--- src/rtl/vh_result_unpacker.sv ---
// Splits a packed 90-bit result vector into 18 extended fields, one per cycle, folding each into a signature.
// Latency: input handshake at N gives field 0 at N+1; 19 cycles per vector with out_ready high.
// Backpressure: out_ready low holds the current field and signature; in_ready stays low until field 17 is accepted.
module vh_result_unpacker #(
  parameter int W_SIG = 32
) (
  input  logic             clk,
  input  logic             rst_n,
  input  logic             in_valid,
  output logic             in_ready,
  input  logic [89:0]      in_y,
  output logic             out_valid,
  input  logic             out_ready,
  output logic [4:0]       out_idx,
  output logic [7:0]       out_data,
  output logic             out_last,
  input  logic             sig_clr,
  output logic [W_SIG-1:0] sig,
  output logic             sig_done,
  output logic [15:0]      vec_count
);

  typedef enum logic {IDLE, EMIT} state_t;

  state_t           state_q, state_d;
  logic [89:0]      vec_q;
  logic [4:0]       idx_q;
  logic [W_SIG-1:0] sig_q;
  logic [15:0]      cnt_q;
  logic             done_q;
  logic [7:0]       ext [18];
  logic [7:0]       sel;
  logic             in_hs, out_hs, last_hs;

  // Fields are packed MSB-first, so field k sits above the widths of all later fields.
  function automatic int field_lsb(input int k);
    int s;
    s = 0;
    for (int j = k + 1; j < 18; j++) s += 4 + (j % 3);
    return s;
  endfunction

  for (genvar k = 0; k < 18; k++) begin : g_fld
    localparam int W   = 4 + (k % 3);
    localparam int LSB = field_lsb(k);
    localparam bit SGN = (k % 6) >= 3;
    logic [W-1:0] raw;
    assign raw    = vec_q[LSB +: W];
    assign ext[k] = SGN ? {{(8-W){raw[W-1]}}, raw} : {{(8-W){1'b0}}, raw};
  end

  always_comb begin
    sel = 8'h00;
    for (int k = 0; k < 18; k++) begin
      if (idx_q == 5'(k)) sel = ext[k];
    end
  end

  assign in_ready  = (state_q == IDLE);
  assign out_valid = (state_q == EMIT);
  assign out_idx   = out_valid ? idx_q : 5'd0;
  assign out_data  = out_valid ? sel : 8'h00;
  assign out_last  = out_valid && (idx_q == 5'd17);
  assign sig       = sig_q;
  assign sig_done  = done_q;
  assign vec_count = cnt_q;

  assign in_hs   = in_valid && in_ready;
  assign out_hs  = out_valid && out_ready;
  assign last_hs = out_hs && (idx_q == 5'd17);

  always_ff @(posedge clk or negedge rst_n) begin
    if (!rst_n) state_q <= IDLE;
    else        state_q <= state_d;
  end

  always_comb begin
    state_d = state_q;
    case (state_q)
      IDLE:    if (in_valid) state_d = EMIT;
      EMIT:    if (last_hs)  state_d = IDLE;
      default: state_d = IDLE;
    endcase
  end

  always_ff @(posedge clk or negedge rst_n) begin
    if (!rst_n) begin
      vec_q  <= '0;
      idx_q  <= '0;
      done_q <= 1'b0;
    end else begin
      done_q <= last_hs;
      if (in_hs) begin
        vec_q <= in_y;
        idx_q <= '0;
      end else if (out_hs && !last_hs) begin
        idx_q <= idx_q + 5'd1;
      end
    end
  end

  // A clear wins over a same-cycle fold; the dropped field is intentionally lost.
  always_ff @(posedge clk or negedge rst_n) begin
    if (!rst_n) begin
      sig_q <= '0;
      cnt_q <= '0;
    end else if (sig_clr) begin
      sig_q <= '0;
      cnt_q <= '0;
    end else begin
      if (out_hs)  sig_q <= {sig_q[W_SIG-2:0], sig_q[W_SIG-1]} ^ W_SIG'(out_data);
      if (last_hs) cnt_q <= cnt_q + 16'd1;
    end
  end

endmodule
--- config.mk ---
export PLATFORM = sky130hd
export DESIGN_NAME = vh_result_unpacker
export DESIGN_NICKNAME = d
export VERILOG_FILES = /design/src/rtl/vh_result_unpacker.sv
export SDC_FILE = /design/constraint.sdc
export NUM_CORES = 1
export LEC_CHECK = 0
export ABC_AREA = 1
export ABC_CLOCK_PERIOD_IN_PS = 6200
export CORE_MARGIN = 4
export CORE_UTILIZATION = 55
export DETAILED_ROUTE_END_ITERATION = 10
export HOLD_SLACK_MARGIN = 0.08
export PLACE_DENSITY = 0.83
export SLEW_MARGIN = 25
export SYNTH_ARGS = -nofsm -noshare
export SYNTH_HDL_FRONTEND = slang
export SYNTH_SLANG_ARGS = --single-unit
--- constraint.sdc ---
create_clock -name clk -period 6.2 [get_ports clk]
set_input_delay 0.62 -clock clk [delete_from_list [all_inputs] [get_ports clk]]
set_output_delay 0.62 -clock clk [all_outputs]
set_load 0.05 [all_outputs]
==> results of run 1 <==
## per-stage QoR
| step | instances | setup WS [ns] | utilization | instance area, um2 | hold WS (ns) |
|---|---|---|---|---|---|
| 2_1_floorplan | 970 | 3.00 | - | 7150 | 0.324 |
| 3_3_place_gp | 1276 | 1.95 | 0.701 | 8880 | 0.450 |
| 3_5_place_dp | 1276 | 1.81 | 0.701 | 8880 | 0.455 |
| 4_1_cts | 1308 | 1.33 | 0.751 | 9520 | 0.199 |
| 5_1_grt | 1308 | 0.853 | 0.752 | 9520 | 0.226 |
| 6_report | 1308 | 1.28 | 0.752 | 9520 | 0.175 |
## flip-flops by register name (all words and copies together), names as in the netlist
register,count
sig_done,1
vec_q,90
sig,32
idx_q,5
out_valid,1
vec_count,16
## metal layers
layer  share of wire  up-vias
met3           0.060       37
met4           0.018        0
li1                -     3306
met5               0        -
met1            0.43     3115
met2            0.49      217
## cells in the final DEF, fill, tap and decap left out, drive strengths merged, types with 6 or more instances in the layout
cell type,synthesis,routed
inv,134,135
ha,6,6
clkinvlp,0,6
nand3,48,48
clkdlybuf4s50,0,158
nor2,33,33
o21ai,51,51
nor3,12,12
clkbuf,24,19
or2,9,9
nand2,439,439
o22ai,24,24
a21oi,24,24
dfrtp,145,145
## kinds of logic after synthesis
family                   count (synthesis)
AND/OR/NAND/NOR                        547
flip-flops                             145
buffers and inverters                  166
AO/OA/AOI/OAI                          106
adder cells (fa/ha/maj)                  6
## power groups by stage
stage               Clock, uW  Combinational (uW)  Sequential, uW
finish                   1110                1790            1490
global route             1170                2000            1530
CTS                      1120                1800            1490
detailed placement          0                1780            1490
global placement            0                1740            1490
floorplan                   0                1190            1510
## worst max-delay path by stage
stage	start	endpoint
2_1_floorplan	out_valid	out_data[4]
3_3_place_gp	idx_q[1]	out_data[3]
3_5_place_dp	idx_q[1]	out_data[3]
4_1_cts	idx_q[1]	out_data[3]
5_1_grt	idx_q[1]	out_data[3]
6_report	idx_q[1]	out_data[3]
## cell type report
cell class	count	area, um2
Sequential cell	145	3630
Fill cell	951	3150
Multi-Input combinational cell	659	2900
Timing Repair Buffer	162	1620
Inverter	138	520
Clock buffer	19	433
Tap cell	172	215
Clock inverter	13	209
## Yosys cell counts (2+ instances only)
library cell               instances
sky130_fd_sc_hd__nand2_1         436
sky130_fd_sc_hd__dfrtp_1         145
sky130_fd_sc_hd__inv_1           128
sky130_fd_sc_hd__o21ai_0          48
sky130_fd_sc_hd__nand3_1          47
sky130_fd_sc_hd__nor2_1           27
sky130_fd_sc_hd__a21oi_1          24
sky130_fd_sc_hd__clkbuf_1         24
sky130_fd_sc_hd__o22ai_1          24
sky130_fd_sc_hd__nor3_1           10
sky130_fd_sc_hd__or2_2             7
sky130_fd_sc_hd__ha_1              6
sky130_fd_sc_hd__inv_2             5
sky130_fd_sc_hd__clkinv_1          4
sky130_fd_sc_hd__nand4_1           3
sky130_fd_sc_hd__nor2_2            3
sky130_fd_sc_hd__nor2_4            3
sky130_fd_sc_hd__o21ai_1           3
sky130_fd_sc_hd__a31oi_1           2
sky130_fd_sc_hd__buf_1             2
sky130_fd_sc_hd__nand2_2           2
sky130_fd_sc_hd__nor4_1            2
## worst max-delay path, cell delays in order, from the launching register on
cell	delay, ns
sky130_fd_sc_hd__dfrtp_1	0.43
sky130_fd_sc_hd__ha_1	0.21
sky130_fd_sc_hd__inv_1	0.07
sky130_fd_sc_hd__nor2_1	0.64
sky130_fd_sc_hd__nand2_1	0.29
sky130_fd_sc_hd__o21ai_0	0.30
sky130_fd_sc_hd__inv_1	0.07
sky130_fd_sc_hd__nand2_1	0.07
sky130_fd_sc_hd__nand2_1	0.04
sky130_fd_sc_hd__nand2_1	0.05
sky130_fd_sc_hd__nand2_1	0.04
sky130_fd_sc_hd__nand2_1	0.06
sky130_fd_sc_hd__nand2_1	0.05
sky130_fd_sc_hd__nand2_1	0.05
sky130_fd_sc_hd__nand2_1	0.04
sky130_fd_sc_hd__nand2_1	0.05
sky130_fd_sc_hd__nand2_1	0.04
sky130_fd_sc_hd__nand2_1	0.06
sky130_fd_sc_hd__nand2_1	0.04
sky130_fd_sc_hd__nand2_1	0.05
sky130_fd_sc_hd__nand2_1	0.05
sky130_fd_sc_hd__nand2_1	0.06
sky130_fd_sc_hd__nand2_1	0.05
sky130_fd_sc_hd__nand2_1	0.11
sky130_fd_sc_hd__nand2_1	0.08
sky130_fd_sc_hd__inv_1	0.06
sky130_fd_sc_hd__clkdlybuf4s50_1	0.80
==> flow_summary.json, run 1 <==
{
  "globalRoute.busiestLayer": "met2",
  "mappedNetlistNets": 1071,
  "final_net_count": 1224,
  "first_pass_iters": 7,
  "cts.root.buffer_cell": "sky130_fd_sc_hd__clkbuf_16",
  "r2r-start": "idx_q[1]",
  "grt_start_max_net_pins": 81,
  "cap_viol_max_count": 0,
  "tritoncts": "yes",
  "grt_util_met2": 0.415,
  "postSynth.topFlopCell": "sky130_fd_sc_hd__dfrtp_1",
  "comb_power_share": 0.408,
  "worstSetupEndpointType": "output port",
  "postRouteWirelength_mm": 18.6,
  "num_antenna_cells": 0,
  "number_of_antenna_violations_at_the_first_check_in_global_routing": 0,
  "synth_top_cell_area_share": 0.508,
  "synth.avg_cell_area_um2": 7.37,
  "cts-buffers-inserted": 17,
  "worstRegToRegCells": 27,
  "avgRoutedWirePerCell_um": 14.2,
  "cp.arrival_ns": 4.30,
  "report.final.hold_viol_count": 0,
  "deepest_level_of_the_cts_h_tree": 4,
  "fp-row-count": 41,
  "hp-class": "input pin to asynchronous set/reset pin",
  "power.internal_uw": 2590,
  "synth.cell_area_mm2": 0.00715,
  "grt_util_all_layers": 0.258,
  "clkTransAtPathRegs_ns": 0.06,
  "use_met3": 0.0594,
  "antenna_left": 0,
  "leakagePower_uw": 0.00477,
  "netlist_instances": 970,
  "cellPowerDensity_mw_per_mm2": 462,
  "clock_insertion_delay_worst_skew_ns": 0.43,
  "core_mm2": 0.0127,
  "grt-ovfl-total": 0,
  "vdd_drop_max_mv": 0.235,
  "synth_xor_xnor_area_share": 0,
  "synthSimpleGateAreaFrac": 0.312,
  "post-synth-top-area-cell": "sky130_fd_sc_hd__dfrtp_1",
  "floorplan.die.width_um": 122,
  "met1_usage": 0.346,
  "grt_pass1_vias": 6474,
  "drcViolationCount": 0,
  "synth.mux.area_fraction": 0,
  "synth_seq_area_share": 0.508,
  "path_class": "register to output port",
  "setup_viol": 0,
  "power.sequential.fraction": 0.340,
  "largest_family_of_logic_cells_by_synthesized_area": "simple AND/OR/NAND/NOR gates",
  "clock_sink_count": 145,
  "area_of_the_die_mm2": 0.0149,
  "synth_adder_area_share": 0.0105,
  "cp-start-kind": "register",
  "die_height_um": 122,
  "timing_max_transition_violations_final": 0,
  "synth_seq_cells": 145,
  "clockBufferDepth": 2,
  "ys.warnings.count": 0,
  "number_of_synthesized_flops_with_an_enable_pin": 0,
  "min_tclk_post_route_ns": 4.92,
  "worst_pin_slew_ns": 0.931,
  "grt_first_pass_wirelength_mm": 30.3,
  "most_area_consuming_cells_after_synthesis": "sky130_fd_sc_hd__dfrtp_1 (51%), sky130_fd_sc_hd__nand2_1 (23%), sky130_fd_sc_hd__inv_1 (6.7%), sky130_fd_sc_hd__o21ai_0 (3.4%), sky130_fd_sc_hd__nand3_1 (3.3%)",
  "first_iter_violations": 532,
  "initial_utilization": 0.564,
  "power_switching_share": 0.412,
  "post_cts_hold_buffer_count": 0,
  "synth.distinct_cells": 37,
  "drive_above_1_share": 0.0546,
  "run_status": "finished clean",
  "place.detailed.hpwl_mm": 13.0,
  "postcts_setup_bufs": 0,
  "setup_tns_ns": 0,
  "syn_to_final_growth_pct": 33.2,
  "overall_via_count_from_detail_route": 6675,
  "max_freq_mhz": 203,
  "rsz_0062_raised_after_global_routing": "no",
  "period_share": 0.793,
  "critical_path_required_ns": 5.58,
  "r2r_setup_slack_ns": 2.92,
  "pin_count": 160,
  "synth-async-reset-ratio": 1.00,
  "worst_slew_margin_rel": 0.378,
  "skew_ns": 0.00960,
  "finalWeightedCongestion": 0.872,
  "power.net_switching_uw": 1820,
  "cts_repair_resize_count": 0,
  "critical_path_peak_fanout": 12,
  "fraction_of_power_consumed_by_the_clock_network": 0.253,
  "area_fraction_in_compound_gates_after_synthesis": 0.0819,
  "total_chip_power_uw": 4400,
  "terminus_of_the_critical_flop_to_flop_path": "sig[3]",
  "vias_per_cell": 5.10,
  "port_buffers": 159
}
No activity file was read; power rests on OpenSTA's default activity.
==> run 2, diff against run 1 <==
--- a/config.mk
+++ b/config.mk
@@ -6,12 +6,12 @@
 export NUM_CORES = 1
 export LEC_CHECK = 0
 export ABC_AREA = 1
-export ABC_CLOCK_PERIOD_IN_PS = 6200
+export ABC_CLOCK_PERIOD_IN_PS = 4620
 export CORE_MARGIN = 4
-export CORE_UTILIZATION = 55
+export CORE_UTILIZATION = 51
 export DETAILED_ROUTE_END_ITERATION = 10
 export HOLD_SLACK_MARGIN = 0.08
-export PLACE_DENSITY = 0.83
+export PLACE_DENSITY = 0.78
 export SLEW_MARGIN = 25
 export SYNTH_ARGS = -nofsm -noshare
 export SYNTH_HDL_FRONTEND = slang
==> constraint.sdc (replaced) <==
create_clock -name clk -period 4.62 [get_ports clk]
set_input_delay 0.462 -clock clk [delete_from_list [all_inputs] [get_ports clk]]
set_output_delay 0.462 -clock clk [all_outputs]
set_load 0.05 [all_outputs]
==> run 2 against run 1 <==
Routed wire length shrank 0.37%. Non-clock buffer count up 3. Power grew 33%. Clock skew is essentially flat. Count of clock-buffer cells in the layout down 2. Utilization shrank 6.3 points.
==> flow_summary.json, run 2 (same netlist as run 1, synthesis figures left out) <==
{
  "grt_first_pass_wirelength_mm": 30.6,
  "overall_via_count_from_detail_route": 6566,
  "path_class": "register to output port",
  "cellPowerDensity_mw_per_mm2": 614,
  "rsz_0062_raised_after_global_routing": "no",
  "period_share": 0.931,
  "first_iter_violations": 709,
  "postcts_setup_bufs": 0,
  "clkTransAtPathRegs_ns": 0.06,
  "area_of_the_die_mm2": 0.0160,
  "worst_path_most_repeated_cell": "sky130_fd_sc_hd__nand2_1",
  "fin_hold_ws_ns": 0.151,
  "port_buffers": 159,
  "critical-path-max-stage-delay_ns": 0.72,
  "final_net_count": 1227,
  "place.detailed.hpwl_mm": 13.0,
  "clockBufferDepth": 2,
  "run_status": "finished clean",
  "number_of_antenna_violations_at_the_first_check_in_global_routing": 0,
  "path_delay_family": "simple AND/OR/NAND/NOR gates",
  "num_antenna_cells": 0,
  "core_mm2": 0.0138,
  "clock_insertion_delay_worst_skew_ns": 0.43,
  "cts_repair_resize_count": 0,
  "drive_above_1_share": 0.0588,
  "die_height_um": 126,
  "grt_pass1_vias": 6328,
  "grt_util_all_layers": 0.235,
  "first_pass_iters": 5,
  "finalWeightedCongestion": 0.901,
  "max_freq_mhz": 232,
  "largest_register_ff_count": 90,
  "cp.arrival_ns": 3.84,
  "deepest_level_of_the_cts_h_tree": 4,
  "layout_commonest_cell": "sky130_fd_sc_hd__nand2_1",
  "cp-start-kind": "register",
  "setup_viol": 0,
  "skew_ns": 0.00986,
  "critical_path_peak_fanout": 9,
  "clock_sink_count": 145,
  "grt_start_max_net_pins": 111,
  "postRouteWirelength_mm": 18.5,
  "pin_count": 160,
  "antenna_left": 0,
  "vdd_drop_max_mv": 0.296,
  "initial_utilization": 0.517,
  "setup_tns_ns": 0,
  "syn_to_final_growth_pct": 33.1,
  "post_cts_hold_buffer_count": 0,
  "cap_viol_max_count": 0,
  "tritoncts": "yes",
  "leakagePower_uw": 0.00481,
  "fp-row-count": 43,
  "critical_path_required_ns": 4.16,
  "grt-ovfl-total": 0,
  "hp-class": "input pin to asynchronous set/reset pin",
  "cts.root.buffer_cell": "sky130_fd_sc_hd__clkbuf_16",
  "worstSetupEndpointType": "output port",
  "report.final.hold_viol_count": 0,
  "worst_pin_slew_ns": 0.912,
  "placed_area_mm2": 0.00891,
  "worst_slew_margin_rel": 0.392,
  "floorplan.die.width_um": 126,
  "drcViolationCount": 0,
  "mostFrequentLayoutCells": "sky130_fd_sc_hd__nand2_1 (436), sky130_fd_sc_hd__clkdlybuf4s50_1 (157), sky130_fd_sc_hd__dfrtp_1 (145), sky130_fd_sc_hd__inv_1 (127), sky130_fd_sc_hd__o21ai_0 (48)",
  "layout.cell_area.non_filler_mm2": 0.00952,
  "min_tclk_post_route_ns": 4.30,
  "regMostFlops": "vec_q",
  "timing_max_transition_violations_final": 0,
  "avgRoutedWirePerCell_um": 14.0,
  "worst-path-buf-inv": 4,
  "cts-buffers-inserted": 17,
  "critical-path-slowest-cell": "sky130_fd_sc_hd__clkdlybuf4s50_1",
  "vias_per_cell": 4.98
}
[run 2: final timing paths]
check / from / end / slack [ns] / cells past startpoint
max in group asynchronous: rst_n / vec_q[66] / 3.47 / 2
setup reg to reg: idx_q[0] / sig[5] / 1.67 / 17
min in group clk: vec_q[56] / vec_q[56] / 0.46 / 2
setup / recovery: idx_q[0] / out_data[2] / 0.32 / 25
hold / removal: rst_n / vec_count[9] / 0.15 / 1
hold reg to reg: vec_q[56] / vec_q[56] / 0.46 / 2
[run 2: final cells by class]
| class | count | area (um2) |
|---|---|---|
| repair buffers | 165 | 1640 |
| well taps | 180 | 225 |
| clock inverters | 15 | 174 |
| clock buffers | 17 | 425 |
| fillers | 1143 | 4310 |
| multi-input cells | 659 | 2900 |
| inverters | 138 | 523 |
| flip-flops and latches | 145 | 3630 |
[run 2: per-layer routing]
metal  global-route usage  share of wire  vias to the layer above
li1                     -              -                     3316
met1                0.327           0.45                     3017
met2                0.370           0.48                      205
met3               0.0556          0.057                       28
met4               0.0656          0.019                        0
met5                    0              0                        -
[run 2: report_power, final]
part / internal (uW) / switching, uW
clock: 813 / 587
sequential: 1720 / 317
combinational: 805 / 1600
[run 2: metrics by stage]
stage / setup WS [ns] / power (uW) / std cells / utilization
finish: 0.317 / 5840 / 1319 / 0.688
global route: 0.0168 / 6250 / 1319 / 0.688
CTS: 0.327 / 5860 / 1319 / 0.688
detailed placement: 0.828 / 4430 / 1287 / 0.645
global placement: 0.911 / 4370 / 1287 / 0.644
floorplan: 1.58 / 3620 / 970 / -
==> run 3, diff against run 2 <==
--- a/config.mk
+++ b/config.mk
@@ -8,11 +8,11 @@
 export ABC_AREA = 1
 export ABC_CLOCK_PERIOD_IN_PS = 4620
 export CORE_MARGIN = 4
-export CORE_UTILIZATION = 51
+export CORE_UTILIZATION = 52
+export CTS_BUF_LIST = sky130_fd_sc_hd__clkbuf_4
 export DETAILED_ROUTE_END_ITERATION = 10
 export HOLD_SLACK_MARGIN = 0.08
-export PLACE_DENSITY = 0.78
-export SLEW_MARGIN = 25
+export PLACE_DENSITY = 0.79
 export SYNTH_ARGS = -nofsm -noshare
 export SYNTH_HDL_FRONTEND = slang
 export SYNTH_SLANG_ARGS = --single-unit
==> run 3 against run 2 <==
Non-clock buffer count grew 2. Hold slack gained 0.26 ns. Sequential share of layout area grew 1.1 points. Final area shrank 2.8%. Global-route usage grew 0.054 points. Power shrank 11%. Clock power shrank 40%. Critical path depth is the same. Register-to-register slack is essentially flat. Count of clock-buffer cells in the layout is the same. Largest power group unchanged. Utilization grew 0.46 points.
==> flow_summary.json, run 3 (same netlist as run 1, synthesis figures left out) <==
{
  "run_status": "finished clean",
  "port_buffers": 159,
  "drive_above_1_share": 0.0605,
  "initial_utilization": 0.536,
  "worst_setup_path_startpoint": "idx_q[0]",
  "num_antenna_cells": 0,
  "worst_path_most_repeated_cell": "sky130_fd_sc_hd__nand2_1",
  "clockBufferDepth": 2,
  "clock_sink_count": 145,
  "cp-start-kind": "register",
  "antenna_left": 0,
  "finalWeightedCongestion": 0.876,
  "number_of_antenna_violations_at_the_first_check_in_global_routing": 0,
  "min_tclk_post_route_ns": 4.05,
  "place.detailed.hpwl_mm": 12.8,
  "cap_viol_max_count": 0,
  "report.final.hold_viol_count": 0,
  "grt_start_max_net_pins": 107,
  "regMostFlops": "vec_q",
  "area_of_the_die_mm2": 0.0157,
  "postRouteWirelength_mm": 17.6,
  "rsz_0062_raised_after_global_routing": "no",
  "critical_path_required_ns": 4.16,
  "finalCoreUtilization": 0.693,
  "cp.arrival_ns": 3.59,
  "layout_commonest_cell": "sky130_fd_sc_hd__nand2_1",
  "min-delay-start": "in_y[41]",
  "filler_cell_count": 1152,
  "period_share": 0.877,
  "worstSetupEndpointType": "output port",
  "cts.root.buffer_cell": "sky130_fd_sc_hd__clkbuf_4",
  "leakagePower_uw": 0.00477,
  "mostFrequentLayoutCells": "sky130_fd_sc_hd__nand2_1 (436), sky130_fd_sc_hd__clkdlybuf4s50_1 (150), sky130_fd_sc_hd__dfrtp_1 (145), sky130_fd_sc_hd__inv_1 (127), sky130_fd_sc_hd__o21ai_0 (48)",
  "grt_first_pass_wirelength_mm": 30.3,
  "clock_insertion_delay_worst_skew_ns": 0.58,
  "first_pass_iters": 5,
  "critical-path-max-stage-delay_ns": 0.45,
  "die_height_um": 125,
  "tritoncts": "yes",
  "pin_count": 160,
  "max_freq_mhz": 247,
  "grt_pass1_vias": 6288,
  "setup_tns_ns": 0,
  "vdd_drop_max_mv": 0.327,
  "skew_ns": 0.0212,
  "first_iter_violations": 492,
  "worst-path-buf-inv": 4,
  "path_class": "register to output port",
  "largest_register_ff_count": 90,
  "clkTransAtPathRegs_ns": 0.14,
  "critical_path_peak_fanout": 9,
  "vias_per_cell": 4.90,
  "floorplan.die.width_um": 125,
  "final_net_count": 1229,
  "worst_pin_slew_ns": 0.947,
  "grt-ovfl-total": 0,
  "setup_viol": 0,
  "critical-path-slowest-cell": "sky130_fd_sc_hd__dfrtp_1",
  "cellPowerDensity_mw_per_mm2": 565,
  "worst_slew_margin_rel": 0.369,
  "avgRoutedWirePerCell_um": 13.4,
  "overall_via_count_from_detail_route": 6458,
  "cts-buffers-inserted": 17,
  "r2r-start": "idx_q[0]",
  "syn_to_final_growth_pct": 29.3,
  "drcViolationCount": 0,
  "deepest_level_of_the_cts_h_tree": 4,
  "fp-row-count": 42,
  "grt_util_all_layers": 0.235,
  "core_mm2": 0.0133,
  "postcts_setup_bufs": 0,
  "timing_max_transition_violations_final": 0,
  "path_delay_family": "simple AND/OR/NAND/NOR gates",
  "hp-class": "input pin to register"
}
## run 3: cell count changes in the layout (fill, tap and decap cells not counted), sizes merged, moves of 2 or more
| cell | before | now |
|---|---|---|
| clkdlybuf4s50 | 157 | 150 |
| dlymetal6s2s | 1 | 8 |
| buf | 6 | 8 |
| clkinvlp | 1 | 3 |
| inv | 141 | 139 |
## run 3: stage by stage
stage / instances / power, uW / instance area, um2 / setup slack [ns] / hold WS, ns
6_report: 1317 / 5220 / 9250 / 0.568 / 0.406
5_1_grt: 1317 / 5670 / 9250 / 0.0840 / 0.348
4_1_cts: 1317 / 5260 / 9230 / 0.112 / 0.375
3_5_place_dp: 1284 / 4420 / 8910 / 0.758 / 0.456
3_3_place_gp: 1284 / 4370 / 8910 / 0.826 / 0.448
2_1_floorplan: 970 / 3620 / 7150 / 1.58 / 0.166
## run 3: what timing repair did
item | 4_1_cts | 5_1_grt
resized for setup | 0 | 9
setup endpoints to repair | 0 | 8
hold endpoints to repair | 105 | 0
hold buffers | 1 | 0
## run 3: cell type report
type | count | area [um2] | area share
Sequential cell | 145 | 3630 | 0.392
Clock inverter | 15 | 175 | 0.0189
Tap cell | 176 | 220 | 0.0238
Inverter | 138 | 520 | 0.0563
Multi-Input combinational cell | 659 | 2900 | 0.314
Timing Repair Buffer | 167 | 1680 | 0.181
Clock buffer | 17 | 128 | 0.0138
## run 3: worst paths after layout
kind,endpoint,slack [ns],depth (start not counted)
setup / recovery,out_data[0],0.57,25
hold / removal,vec_q[41],0.41,3
setup reg to reg,sig[5],1.67,17
hold reg to reg,vec_q[41],0.49,2
max in group asynchronous,vec_q[78],2.99,3
min in group asynchronous,vec_q[38],0.57,2
## run 3: worst reg2reg max path: cells and delay by family, from the launching register on
kind                       cells  cell delay (ns)
AOI/OAI and AO/OA              5             0.68
adders and majority gates      1             0.18
buffers and inverters          2             0.19
DFF                            1             0.45
and+or+nand+nor                9             1.32
## run 3: power breakdown
group / total, uW / internal [uW] / leakage (uW) / switching (uW)
sequential: 2010 / 1710 / 0.00188 / 299
combinational: 2380 / 798 / 0.00273 / 1580
clock: 838 / 336 / 0.000153 / 503
total: 5220 / 2840 / 0.00477 / 2380
## run 3: routing by layer
| metal | GRT usage | part of all wire | wire (um) | vias up |
|---|---|---|---|---|
| li1 | - | - | - | 3321 |
| met4 | 0.0529 | 0.013 | 231 | 0 |
| met3 | 0.0648 | 0.058 | 1010 | 18 |
| met2 | 0.370 | 0.47 | 8250 | 181 |
| met1 | 0.329 | 0.46 | 8090 | 2938 |
| met5 | 0 | 0 | 0 | - |
